File: src/rtl/operand_fetch_stage_if.sv
// Decode-to-operand-fetch and operand-fetch-to-execute bundle.
// master drives the instruction and out_ready; slave is the fetch stage.
interface operand_fetch_stage_if #(
    parameter int DATA_W = 32,
    parameter int ADDR_W = 4
);
    logic              in_valid;
    logic              in_ready;
    logic [ADDR_W-1:0] in_rn;
    logic [ADDR_W-1:0] in_rm;
    logic [ADDR_W-1:0] in_rd;
    logic              in_uses_rn;
    logic              in_uses_rm;
    logic              in_writes_rd;
    logic              in_is_load;
    logic              out_valid;
    logic              out_ready;
    logic [DATA_W-1:0] out_op_a;
    logic [DATA_W-1:0] out_op_b;
    logic [ADDR_W-1:0] out_rd;
    logic              out_writes_rd;
    logic              out_is_load;

    modport master (
        output in_valid, in_rn, in_rm, in_rd,
        output in_uses_rn, in_uses_rm,
        output in_writes_rd, in_is_load,
        output out_ready,
        input  in_ready, out_valid,
        input  out_op_a, out_op_b, out_rd,
        input  out_writes_rd, out_is_load
    );

    modport slave (
        input  in_valid, in_rn, in_rm, in_rd,
        input  in_uses_rn, in_uses_rm,
        input  in_writes_rd, in_is_load,
        input  out_ready,
        output in_ready, out_valid,
        output out_op_a, out_op_b, out_rd,
        output out_writes_rd, out_is_load
    );
endinterface

File: src/rtl/operand_fetch_stage.sv
// Operand fetch stage: register-file read, busy scoreboard, output register.
// Ports: clk, reset_n (async low); io (slave: in_* / out_* handshakes);
//   rf_addr1/2 out, rf_data1/2 in; wb_en/wb_addr/wb_data in; flush in.
// Optional: define OPF_WB_BYPASS_EN to forward writeback data into capture.
module operand_fetch_stage #(
    parameter int DATA_W = 32,
    parameter int ADDR_W = 4
) (
    input  logic                 clk,
    input  logic                 reset_n,
    operand_fetch_stage_if.slave io,
    output logic [ADDR_W-1:0]    rf_addr1,
    output logic [ADDR_W-1:0]    rf_addr2,
    input  logic [DATA_W-1:0]    rf_data1,
    input  logic [DATA_W-1:0]    rf_data2,
    input  logic                 wb_en,
    input  logic [ADDR_W-1:0]    wb_addr,
    input  logic [DATA_W-1:0]    wb_data,
    input  logic                 flush
);
    localparam int NREG = 1 << ADDR_W;

    logic [NREG-1:0]   busy;
    logic [NREG-1:0]   busy_nxt;
    logic              wb_hit;
    logic              byp_rn;
    logic              byp_rm;
    logic              byp_rd;
    logic              hazard;
    logic              accept;
    logic              kill_clr;
    logic [DATA_W-1:0] op_a;
    logic [DATA_W-1:0] op_b;

    assign rf_addr1 = io.in_rn;
    assign rf_addr2 = io.in_rm;

    // r0 is never written back, so it can neither bypass nor hazard.
    assign wb_hit = wb_en && (wb_addr != '0);

`ifdef OPF_WB_BYPASS_EN
    assign byp_rn = wb_hit && (wb_addr == io.in_rn);
    assign byp_rm = wb_hit && (wb_addr == io.in_rm);
    assign byp_rd = wb_hit && (wb_addr == io.in_rd);
`else
    assign byp_rn = 1'b0;
    assign byp_rm = 1'b0;
    assign byp_rd = 1'b0;
`endif

    assign hazard = (io.in_uses_rn   && busy[io.in_rn] && !byp_rn)
                 || (io.in_uses_rm   && busy[io.in_rm] && !byp_rm)
                 || (io.in_writes_rd && busy[io.in_rd] && !byp_rd);

    assign io.in_ready = (!io.out_valid || io.out_ready)
                      && !hazard && !flush;

    assign accept = io.in_valid && io.in_ready;

    always_comb begin
        op_a = '0;
        op_b = '0;
        if (io.in_uses_rn) op_a = byp_rn ? wb_data : rf_data1;
        if (io.in_uses_rm) op_b = byp_rm ? wb_data : rf_data2;
    end

    // A killed entry never writes back, so its reservation must be dropped.
    assign kill_clr = flush && io.out_valid && io.out_writes_rd
                   && (io.out_rd != '0);

    // Clears first, then the new reservation: a same-cycle set wins.
    always_comb begin
        busy_nxt = busy;
        if (wb_hit)   busy_nxt[wb_addr] = 1'b0;
        if (kill_clr) busy_nxt[io.out_rd] = 1'b0;
        if (accept && io.in_writes_rd && (io.in_rd != '0))
            busy_nxt[io.in_rd] = 1'b1;
        busy_nxt[0] = 1'b0;
    end

    always_ff @(posedge clk or negedge reset_n) begin
        if (!reset_n) begin
            busy <= '0;
        end else begin
            busy <= busy_nxt;
        end
    end

    always_ff @(posedge clk or negedge reset_n) begin
        if (!reset_n) begin
            io.out_valid     <= 1'b0;
            io.out_op_a      <= '0;
            io.out_op_b      <= '0;
            io.out_rd        <= '0;
            io.out_writes_rd <= 1'b0;
            io.out_is_load   <= 1'b0;
        end else if (flush) begin
            io.out_valid <= 1'b0;
        end else if (accept) begin
            io.out_valid     <= 1'b1;
            io.out_op_a      <= op_a;
            io.out_op_b      <= op_b;
            io.out_rd        <= io.in_rd;
            io.out_writes_rd <= io.in_writes_rd;
            io.out_is_load   <= io.in_is_load;
        end else if (io.out_ready) begin
            io.out_valid <= 1'b0;
        end
    end
endmodule

File: src/flat_wrapper.sv
// flat-port wrapper written by rule: the top's interface ports become plain ports
module operand_fetch_stage_flat 
#(
    parameter int DATA_W = 32,
    parameter int ADDR_W = 4
)
  (clk, reset_n, rf_addr1, rf_addr2, rf_data1, rf_data2, wb_en, wb_addr, wb_data, flush, io_in_valid, io_in_rn, io_in_rm, io_in_rd, io_in_uses_rn, io_in_uses_rm, io_in_writes_rd, io_in_is_load, io_out_ready, io_in_ready, io_out_valid, io_out_op_a, io_out_op_b, io_out_rd, io_out_writes_rd, io_out_is_load);
  operand_fetch_stage_if #(.DATA_W(DATA_W), .ADDR_W(ADDR_W)) io_i ();
  input  logic clk;
  input  logic reset_n;
  output logic [ADDR_W-1:0] rf_addr1;
  output logic [ADDR_W-1:0] rf_addr2;
  input  logic [DATA_W-1:0] rf_data1;
  input  logic [DATA_W-1:0] rf_data2;
  input  logic wb_en;
  input  logic [ADDR_W-1:0] wb_addr;
  input  logic [DATA_W-1:0] wb_data;
  input  logic flush;
  input wire logic [$bits(io_i.in_valid)-1:0] io_in_valid;
  input wire logic [$bits(io_i.in_rn)-1:0] io_in_rn;
  input wire logic [$bits(io_i.in_rm)-1:0] io_in_rm;
  input wire logic [$bits(io_i.in_rd)-1:0] io_in_rd;
  input wire logic [$bits(io_i.in_uses_rn)-1:0] io_in_uses_rn;
  input wire logic [$bits(io_i.in_uses_rm)-1:0] io_in_uses_rm;
  input wire logic [$bits(io_i.in_writes_rd)-1:0] io_in_writes_rd;
  input wire logic [$bits(io_i.in_is_load)-1:0] io_in_is_load;
  input wire logic [$bits(io_i.out_ready)-1:0] io_out_ready;
  output wire logic [$bits(io_i.in_ready)-1:0] io_in_ready;
  output wire logic [$bits(io_i.out_valid)-1:0] io_out_valid;
  output wire logic [$bits(io_i.out_op_a)-1:0] io_out_op_a;
  output wire logic [$bits(io_i.out_op_b)-1:0] io_out_op_b;
  output wire logic [$bits(io_i.out_rd)-1:0] io_out_rd;
  output wire logic [$bits(io_i.out_writes_rd)-1:0] io_out_writes_rd;
  output wire logic [$bits(io_i.out_is_load)-1:0] io_out_is_load;
  assign io_i.in_valid = io_in_valid;
  assign io_i.in_rn = io_in_rn;
  assign io_i.in_rm = io_in_rm;
  assign io_i.in_rd = io_in_rd;
  assign io_i.in_uses_rn = io_in_uses_rn;
  assign io_i.in_uses_rm = io_in_uses_rm;
  assign io_i.in_writes_rd = io_in_writes_rd;
  assign io_i.in_is_load = io_in_is_load;
  assign io_i.out_ready = io_out_ready;
  assign io_in_ready = io_i.in_ready;
  assign io_out_valid = io_i.out_valid;
  assign io_out_op_a = io_i.out_op_a;
  assign io_out_op_b = io_i.out_op_b;
  assign io_out_rd = io_i.out_rd;
  assign io_out_writes_rd = io_i.out_writes_rd;
  assign io_out_is_load = io_i.out_is_load;
  operand_fetch_stage #(.DATA_W(DATA_W), .ADDR_W(ADDR_W)) u_core (.clk(clk), .reset_n(reset_n), .io(io_i), .rf_addr1(rf_addr1), .rf_addr2(rf_addr2), .rf_data1(rf_data1), .rf_data2(rf_data2), .wb_en(wb_en), .wb_addr(wb_addr), .wb_data(wb_data), .flush(flush));
endmodule
File: config.mk
export PLATFORM = sky130hd
export DESIGN_NAME = operand_fetch_stage_flat
export DESIGN_NICKNAME = d
export VERILOG_FILES = /design/src/rtl/operand_fetch_stage_if.sv /design/src/rtl/operand_fetch_stage.sv /design/src/flat_wrapper.sv
export SDC_FILE = /design/constraint.sdc
export NUM_CORES = 1
export LEC_CHECK = 0
export BUFFER_PORTS_ARGS = -buffer_cell sky130_fd_sc_hd__clkbuf_2
export CAP_MARGIN = 20
export CORE_UTILIZATION = 43
export CTS_CLUSTER_SIZE = 25
export DETAILED_ROUTE_END_ITERATION = 10
export PLACE_DENSITY = 0.77
export SLEW_MARGIN = 20
export SYNTH_ARGS = -nofsm -noshare
export SYNTH_HDL_FRONTEND = slang
export SYNTH_SLANG_ARGS = --single-unit
File: constraint.sdc
create_clock -name clk -period 2.1 [get_ports clk]
set_input_delay 0 -clock clk [delete_from_list [all_inputs] [get_ports clk]]
set_output_delay 0 -clock clk [all_outputs]
set_load 0.1 [all_outputs]
==> flow_summary.ini, run 1 <==
[status]
outcome = complete, but fails checks
violations = negative setup slack

[timing]
setup_viol = 86
hold_viol = 0
slew-limit-headroom = 0.607
fin_ws_ps = -243
fmax_mhz = 427
fin_skew_ps = 19.7
worst_pin_slew_ps = 590
min_period_ps = 2340
rsz0062_at_grt = true
final_max_slew_viol_count = 0
setup_tns_ps = -13030
timing.final.crit_share = 1.12

[power]
netSwitchingFraction = 0.557
pwr-share-seq = 0.304
p_sw_mw = 4.17
combPwrFrac = 0.553
clkPwrFrac = 0.143
p_per_area_mw_per_mm2 = 1120
peakVddDrop_mv = 0.849
p_leak_nw = 3.69
total_power_mw = 7.49
p_int_mw = 3.32

[critical_path]
arrival_ps = 2560
rrSetupSlack_ps = -240
reg2reg_from = u_core.busy[14]
r2r_cells = 9
r2r-end = u_core.io.out_rd[2]
worstPathRequired_ps = 2320
start_kind = flop
critical_path_class = flop to flop
endpoint_kind = flop
cp_max_fo = 12

[floorplanning]
dieArea_sq_mm = 0.0106
die_w_um = 103
start_util = 0.448
core_area_sq_mm = 0.00982
die_y_um = 103
rows = 36
boundaryPins = 202

[logic_synthesis]
synth_flop_cell = dfrtp_1
syn_inst = 422
synth_fp_nets = 544
synth_cell_types = 33
yosysMostFrequentCell = dfrtp_1
yosysTopAreaCellShare = 0.490
syn_area_sq_mm = 0.00440
synth_seq_cells = 86
ys_top_cells_by_count = dfrtp_1, nand2_1, inv_1
yosysWarnings = 0
ys_seq_area_frac = 0.490
yosys.area.top_type = dfrtp_1
synthArstFlopShare = 1.00
ys_top_cells_by_area = dfrtp_1, mux2i_1, nand2_1
syn_area_per_cell_sq_um = 10.4
synth_edf_count = 0

[routing]
vias = 4197
vias_per_cell = 5.11
drt_iter0_markers = 182
ant_nets = 0
drc = 0
first_pass_iters = 4
wl_per_cell_um = 16.3
drt-total-wl_mm = 13.4

[final_layout]
fillCellCount = 747
fin_nets = 806
drive_gt1_frac = 0.408
n_antenna_cell = 0
area_growth_pct = 52.8

[cts]
htree_num_levels = 3
clock_path_buffers = 2
cts_tree = yes
cts_root_buf = clkbuf_8
cts_made_buffers = 9
worstSkewPairLatency_ps = 350
clk_pin_slew_worst_paths_ps = 90
clock_sinks = 86

[min_path]
min_to = u_core.io.out_rd[2]
min_path_type = input pin to flop
min-delay-start = io_in_rd[2]
hold_depth = 2

[placed_design]
io_buffers = 169
dp_hpwl_mm = 8.66
dp_slack_ps = -290
gp_congestion = 0.990

[run]
max_cap_viol_count = 0

[global_routing]
antenna_found_initial = 0
grt_start_max_net_pins = 46
grt_pass1_wl_mm = 20.5
overflow = 0
grt_pass1_vias = 4295
track_usage = 0.255
[power groups by stage]
stage	registers [mW]	clock network, mW	logic, mW
finish	2.28	1.07	4.14
global route	2.33	1.17	4.29
CTS	2.27	1.10	4.08
detailed placement	2.30	0	3.89
global placement	2.29	0	3.84
floorplan	4.71	0	0.705
[kinds of logic (layout without fill, tap and decap cells)]
kind of cell    count (synthesis)  count (layout)  share of synthesized area
simple gates                  112             112                      0.122
flops                          86              86                      0.490
compound gates                 40              40                     0.0737
mux                            86              86                      0.218
buf+inv                        98             365                     0.0968
[timing repair]
item | 4_1_cts | 5_1_grt
hold endpoints to repair | 112 | 0
gates resized for setup | 33 | 16
pin swaps | 5 | 5
hold buffers | 70 | 0
setup endpoints to repair | 85 | 87
setup buffers | 7 | 2
[worst max path at each step]
stage | start | endpoint | slack (ps) | cells past startpoint
4_1_cts | u_core.busy[8] | io_in_ready | -300 | 11
3_5_place_dp | u_core.busy[11] | u_core.io.out_op_b[29] | -290 | 8
5_1_grt | u_core.busy[14] | u_core.io.out_op_a[9] | -340 | 10
2_1_floorplan | u_core.busy[5] | u_core.io.out_rd[0] | 1 | 8
6_report | u_core.busy[14] | u_core.io.out_rd[2] | -240 | 9
3_3_place_gp | u_core.busy[10] | u_core.io.out_op_b[28] | -150 | 8
[through the flow]
| stage | instances | area [sq um] | hold slack [ps] | util |
|---|---|---|---|---|
| 2_1_floorplan | 422 | 4400 | -296 | - |
| 6_report | 822 | 6720 | 45.9 | 0.684 |
| 3_5_place_dp | 728 | 5550 | 48.5 | 0.565 |
| 5_1_grt | 822 | 6720 | 35.4 | 0.684 |
| 3_3_place_gp | 728 | 5550 | 33.2 | 0.565 |
| 4_1_cts | 821 | 6640 | 16.5 | 0.676 |
[cells in the final DEF, fill, tap and decap left out, types with 3 or more instances in the layout]
master | Yosys | final
buf_12 | 0 | 6
buf_4 | 8 | 32
buf_6 | 2 | 6
clkbuf_2 | 0 | 167
clkbuf_8 | 0 | 9
clkinv_4 | 0 | 3
dfrtp_1 | 86 | 86
dlygate4sd3_1 | 0 | 70
inv_1 | 68 | 67
mux2_2 | 8 | 8
mux2_4 | 5 | 6
mux2i_1 | 67 | 63
mux2i_2 | 0 | 4
mux4_2 | 5 | 5
nand2_1 | 71 | 70
nand2b_1 | 7 | 7
nand3_1 | 7 | 6
nand3b_1 | 6 | 6
nor2_2 | 0 | 3
nor2b_1 | 3 | 3
o221ai_1 | 12 | 12
o311ai_0 | 4 | 3
o31ai_2 | 0 | 9
o41ai_2 | 0 | 4
or3b_2 | 3 | 3
or4_1 | 3 | 3
[flip-flops by register name, summed over array words and instances (netlist names)]
register                 count
u_core.io.out_valid          1
u_core.io.out_is_load        1
u_core.io.out_rd             4
u_core.io.out_writes_rd      1
u_core.io.out_op_a          32
u_core.io.out_op_b          32
u_core.busy                 15
[worst max-delay path, cell delays in order, from the launching register on]
cell,delay (ps)
dfrtp_1,430
mux4_2,480
nor2_2,140
a311oi_2,60
nor4b_2,260
buf_4,160
buf_4,110
nand3_4,100
buf_12,180
mux2_4,290
[per-layer routing]
metal / vias to the layer above / track usage / routed length (um)
met1: 2000 / 0.296 / 5020
li1: 1945 / - / -
met3: 45 / 0.0495 / 747
met2: 207 / 0.448 / 7100
met5: - / 0 / 0
met4: 0 / 0.131 / 524
[final cells by class]
class / instances / area, sq um / area share
Tap cell: 133 / 166 / 0.0248
Clock inverter: 7 / 56.3 / 0.00838
Sequential cell: 86 / 2150 / 0.320
Timing Repair Buffer: 281 / 1960 / 0.292
Multi-Input combinational cell: 238 / 1990 / 0.297
Inverter: 68 / 259 / 0.0386
Clock buffer: 9 / 124 / 0.0184
(Power assumes the default switching activity.)
==> run 2: changes to the inputs <==
Settings changed: BUFFER_PORTS_ARGS -buffer_cell sky130_fd_sc_hd__clkbuf_2 to not set, CORE_UTILIZATION 43 to 57, DONT_BUFFER_PORTS set to 1, PLACE_DENSITY 0.77 to 0.75.
==> flow_summary.ini, run 2 (same netlist as run 1, synthesis figures left out) <==
[placed_design]
dp_slack_ps = -223
dp_hpwl_mm = 7.57
place_inst = 580
io_buffers = 0
post_dp_cell_area_sq_mm = 0.00506
gp_congestion = 0.936

[critical_path]
max_stage_delay_ps = 480
cp_max_fo = 13
cpMaxStageDelayCell = mux4_2
rrSetupSlack_ps = -450
critical_path_class = flop to flop
arrival_ps = 2790
reg2reg_from = u_core.busy[9]
start_kind = flop
cp_top_family = multiplexers
r2r-end = u_core.io.out_op_a[23]
endpoint_kind = flop
worstPathRequired_ps = 2330
path_cells = mux4_2, nor2_1, nor4b_1, nor4b_2, buf_4, nand3_4, buf_8, buf_6, mux2i_1
critPathBufInv = 3
r2r_cells = 9

[cts]
htree_num_levels = 3
clock_sinks = 86
cts_tree = yes
clock_path_buffers = 2
cts_root_buf = clkbuf_8
clk_pin_slew_worst_paths_ps = 100
cts_hold_buf = 81
worstSkewPairLatency_ps = 360
cts_made_buffers = 9

[floorplanning]
die_y_um = 89.8
boundaryPins = 202
core_area_sq_mm = 0.00737
rows = 31
die_w_um = 89.8
dieArea_sq_mm = 0.00807
start_util = 0.596

[timing]
setup_viol = 85
timing.final.crit_share = 1.22
fmax_mhz = 392
hold_viol = 0
slew-limit-headroom = 0.198
min_period_ps = 2550
whs_ps = 0.0256
final_max_slew_viol_count = 0
setup_tns_ps = -16820
worst_pin_slew_ps = 1200
rsz0062_at_grt = true
fin_skew_ps = 15.2
fin_ws_ps = -454

[power]
peakVddDrop_mv = 0.853
p_leak_nw = 3.42
p_per_area_mw_per_mm2 = 1190

[status]
outcome = complete, but fails checks
violations = negative setup slack

[routing]
wl_per_cell_um = 23.9
ant_nets = 0
first_pass_iters = 5
drc = 0
drt-total-wl_mm = 16.6
drt_iter0_markers = 357
vias = 4193
vias_per_cell = 6.02

[final_layout]
n_antenna_cell = 0
fin_area_sq_mm = 0.00664
fin_nets = 715
final_cells = 696
drive_gt1_frac = 0.302
layout_commonest_cell = buf_4
regArea_sq_mm = 0.00215
multiInputGateArea_sq_mm = 0.00212
reg_top3 = u_core.io.out_op_a (32), u_core.io.out_op_b (32), u_core.busy (15)
fillCellCount = 283
layout_common_cells = buf_4, dfrtp_1, dlygate4sd3_1
area_growth_pct = 51.0

[min_path]
hold_depth = 0
min_to = rf_addr2[1]
min-delay-start = io_in_rm[1]
min_path_type = input pin to output pin

[global_routing]
antenna_found_initial = 0
track_usage = 0.374
overflow = 0
grt_start_max_net_pins = 87
grt_pass1_wl_mm = 23.1
grt_pass1_vias = 4467

[run]
max_cap_viol_count = 0
-- run 2: cell count changes in the layout (fill, tap and decap cells not counted), sizes merged --
cell         previous run  this run
buf                    44       109
bufinv                  0         1
clkbuf                176        11
clkinv                  4         1
clkinvlp                2         3
dlygate4sd3            70        79
-- run 2: timing repair --
| item | 4_1_cts | 5_1_grt |
|---|---|---|
| gates resized for setup | 31 | 44 |
| pin swaps | 7 | 14 |
| setup endpoints to repair | 86 | 87 |
| cloned | 4 | 2 |
| hold endpoints to repair | 170 | 1 |
| setup buffers | 12 | 8 |
-- run 2: worst reg2reg max path, stage by stage (launching register included) --
cell and delay (ps):
dfrtp_1 430, mux4_2 480, nor2_1 140, nor4b_1 80
nor4b_2 270, buf_4 200, nand3_4 120, buf_8 170
buf_6 180, mux2i_1 360
-- run 2: worst max path at each step --
| stage | startpoint | endpoint | slack [ps] | cells after the start |
|---|---|---|---|---|
| 3_3_place_gp | u_core.busy[1] | u_core.io.out_op_b[2] | -110 | 8 |
| 5_1_grt | u_core.busy[11] | u_core.io.out_op_a[23] | -490 | 9 |
| 2_1_floorplan | u_core.busy[5] | u_core.io.out_rd[0] | 1 | 8 |
| 6_report | u_core.busy[9] | u_core.io.out_op_a[23] | -450 | 9 |
| 3_5_place_dp | u_core.busy[9] | u_core.io.out_op_b[9] | -220 | 8 |
| 4_1_cts | u_core.busy[11] | io_in_ready | -240 | 9 |
-- run 2: metal layers --
metal / vias to the layer above / GRT usage / wire length (um)
met5: - / 0 / 0
met4: 0 / 0.175 / 812
met3: 86 / 0.107 / 1670
met2: 313 / 0.643 / 8150
met1: 2029 / 0.431 / 5980
li1: 1765 / - / -
-- run 2: report_power, final --
group / switching, mW / total, mW / internal, mW
sequential: 0.229 / 2.25 / 2.02
combinational: 3.41 / 4.47 / 1.06
clock: 0.649 / 1.20 / 0.554
total: 4.29 / 7.93 / 3.63
-- run 2: per-stage QoR --
stage                util  power [mW]
floorplan               -        5.41
global placement    0.686        6.08
detailed placement  0.686        6.14
CTS                 0.873        7.60
global route        0.901        8.11
finish              0.901        7.93
-- run 2: final cells by class --
cell class                 instances  share of cell area
sequential                        86               0.324
clock inverter                     6              0.0106
tap                               99              0.0187
multi-input combinational        238               0.320
clock buffer                       9              0.0187
inverter                          68              0.0390
timing repair buffer             190               0.269
==> run 3: changes to the inputs <==
Settings changed: CORE_ASPECT_RATIO set to 1.4.
==> flow_summary.ini, run 3 (same netlist as run 1, synthesis figures left out) <==
[status]
outcome = complete, but fails checks
violations = negative setup slack

[critical_path]
critical_path_class = flop to flop
setup.worst_path.start = u_core.busy[1]
reg2reg_from = u_core.busy[1]
r2r_cells = 10
start_kind = flop
r2r-end = u_core.io.out_op_a[27]
cp_max_fo = 6
arrival_ps = 3060
endpoint_kind = flop
worstPathRequired_ps = 2320
rrSetupSlack_ps = -750

[routing]
routed.top_layer = met4
first_pass_iters = 8
wl_met3_mm = 2.72
drt-total-wl_mm = 21.5
dr_wl_met2_mm = 9.91
vias_per_cell = 6.79
drc = 0
ant_nets = 0
wl_per_cell_um = 30.5
drt_iter0_markers = 541
vias = 4778
drt-met1-wl_mm = 6.42

[run]
max_cap_viol_count = 0

[global_routing]
antenna_found_initial = 1
grt_pass1_wl_mm = 27.9
track_usage = 0.473
grt_pass1_vias = 4941
overflow = 0
grt_start_max_net_pins = 87

[cts]
cts_tree = yes
clock_sinks = 86
worstSkewPairLatency_ps = 380
clk_pin_slew_worst_paths_ps = 110
cts_root_buf = clkbuf_8
htree_num_levels = 3
cts_made_buffers = 9
clock_path_buffers = 2

[floorplanning]
boundaryPins = 202
die_w_um = 76.2
rows = 37
dieArea_sq_mm = 0.00807
start_util = 0.593
die_y_um = 106
core_area_sq_mm = 0.00741

[power]
p_leak_nw = 3.51
p_per_area_mw_per_mm2 = 1190
peakVddDrop_mv = 0.867

[timing]
final_max_slew_viol_count = 0
min_period_ps = 2850
fmax_mhz = 351
fin_skew_ps = 24.2
slew-limit-headroom = 0.592
timing.final.crit_share = 1.36
rsz0062_at_grt = true
worst_pin_slew_ps = 612
setup_tns_ps = -41200
setup_viol = 87
hold_viol = 0
fin_ws_ps = -748

[min_path]
min_path_type = input pin to output pin
min_to = rf_addr1[3]
min-delay-start = io_in_rn[3]
hold_depth = 0

[final_layout]
finish.utilization = 0.930
layout_commonest_cell = buf_4
area_growth_pct = 56.8
reg_top3 = u_core.io.out_op_a (32), u_core.io.out_op_b (32), u_core.busy (15)
fillCellCount = 214
drive_gt1_frac = 0.320
layout_common_cells = buf_4, dfrtp_1, dlygate4sd3_1
fin_nets = 723

[placed_design]
gp_congestion = 0.930
dp_hpwl_mm = 8.05
io_buffers = 0
-- run 3: routing by layer --
metal / up-vias / GRT usage
met3: 228 / 0.128
met1: 2201 / 0.475
li1: 1775 / -
met4: 0 / 0.433
met2: 574 / 0.793
met5: - / 0
-- run 3: area by class of cell --
type                    instances  area, sq um  share of cell area
flip-flops and latches         86         2160               0.313
multi-input cells             238         2150               0.313
repair buffers                198         2020               0.293
inverters                      68          259              0.0376
clock buffers                  14          163              0.0236
well taps                      97          121              0.0176
clock inverters                 2         16.3             0.00236
diodes                          1         2.50            0.000363
-- run 3: through the flow --
step	hold WS, ps	instances	instance area, sq um	power (mW)	setup slack, ps
6_report	0.0395	704	6890	8.19	-748
4_1_cts	0.725	698	6670	7.63	-337
2_1_floorplan	-296	422	4400	5.41	1.41
3_3_place_gp	-293	581	5090	6.09	-163
3_5_place_dp	-293	581	5090	6.17	-248
5_1_grt	0.0841	704	6890	8.30	-818
-- run 3: what timing repair did --
action                                 4_1_cts  5_1_grt
setup endpoints to repair                   87       87
cloned                                       8        1
pin swaps                                   11        8
hold buffers                                83        0
buffers inserted                            12        5
gates resized for setup                     47       34
endpoints found under the hold margin      169        0
-- run 3: how the worst max path moves through the flow --
| stage | endpoint | slack [ps] | cells after the start |
|---|---|---|---|
| 2_1_floorplan | u_core.io.out_rd[0] | 1 | 8 |
| 3_3_place_gp | u_core.busy[15] | -160 | 7 |
| 3_5_place_dp | u_core.busy[15] | -250 | 7 |
| 4_1_cts | io_in_ready | -340 | 9 |
| 5_1_grt | u_core.io.out_op_a[27] | -820 | 10 |
| 6_report | u_core.io.out_op_a[27] | -750 | 10 |
-- run 3: where the power goes --
group | internal (mW) | switching (mW) | leakage, nW
logic | 1.13 | 3.63 | 2.32
registers | 2.02 | 0.248 | 1.10
clock network | 0.501 | 0.657 | 0.0869
total | 3.66 | 4.53 | 3.51
-- run 3: critical path, stage by stage, from the launching register on --
cell and delay, ps:
dfrtp_1 440, mux2_2 300, a221oi_2 330, nor4b_1 130, nor4b_2 390, buf_4 190
nand3_4 120, buf_6 150, buf_12 140, buf_8 140, mux2i_1 350
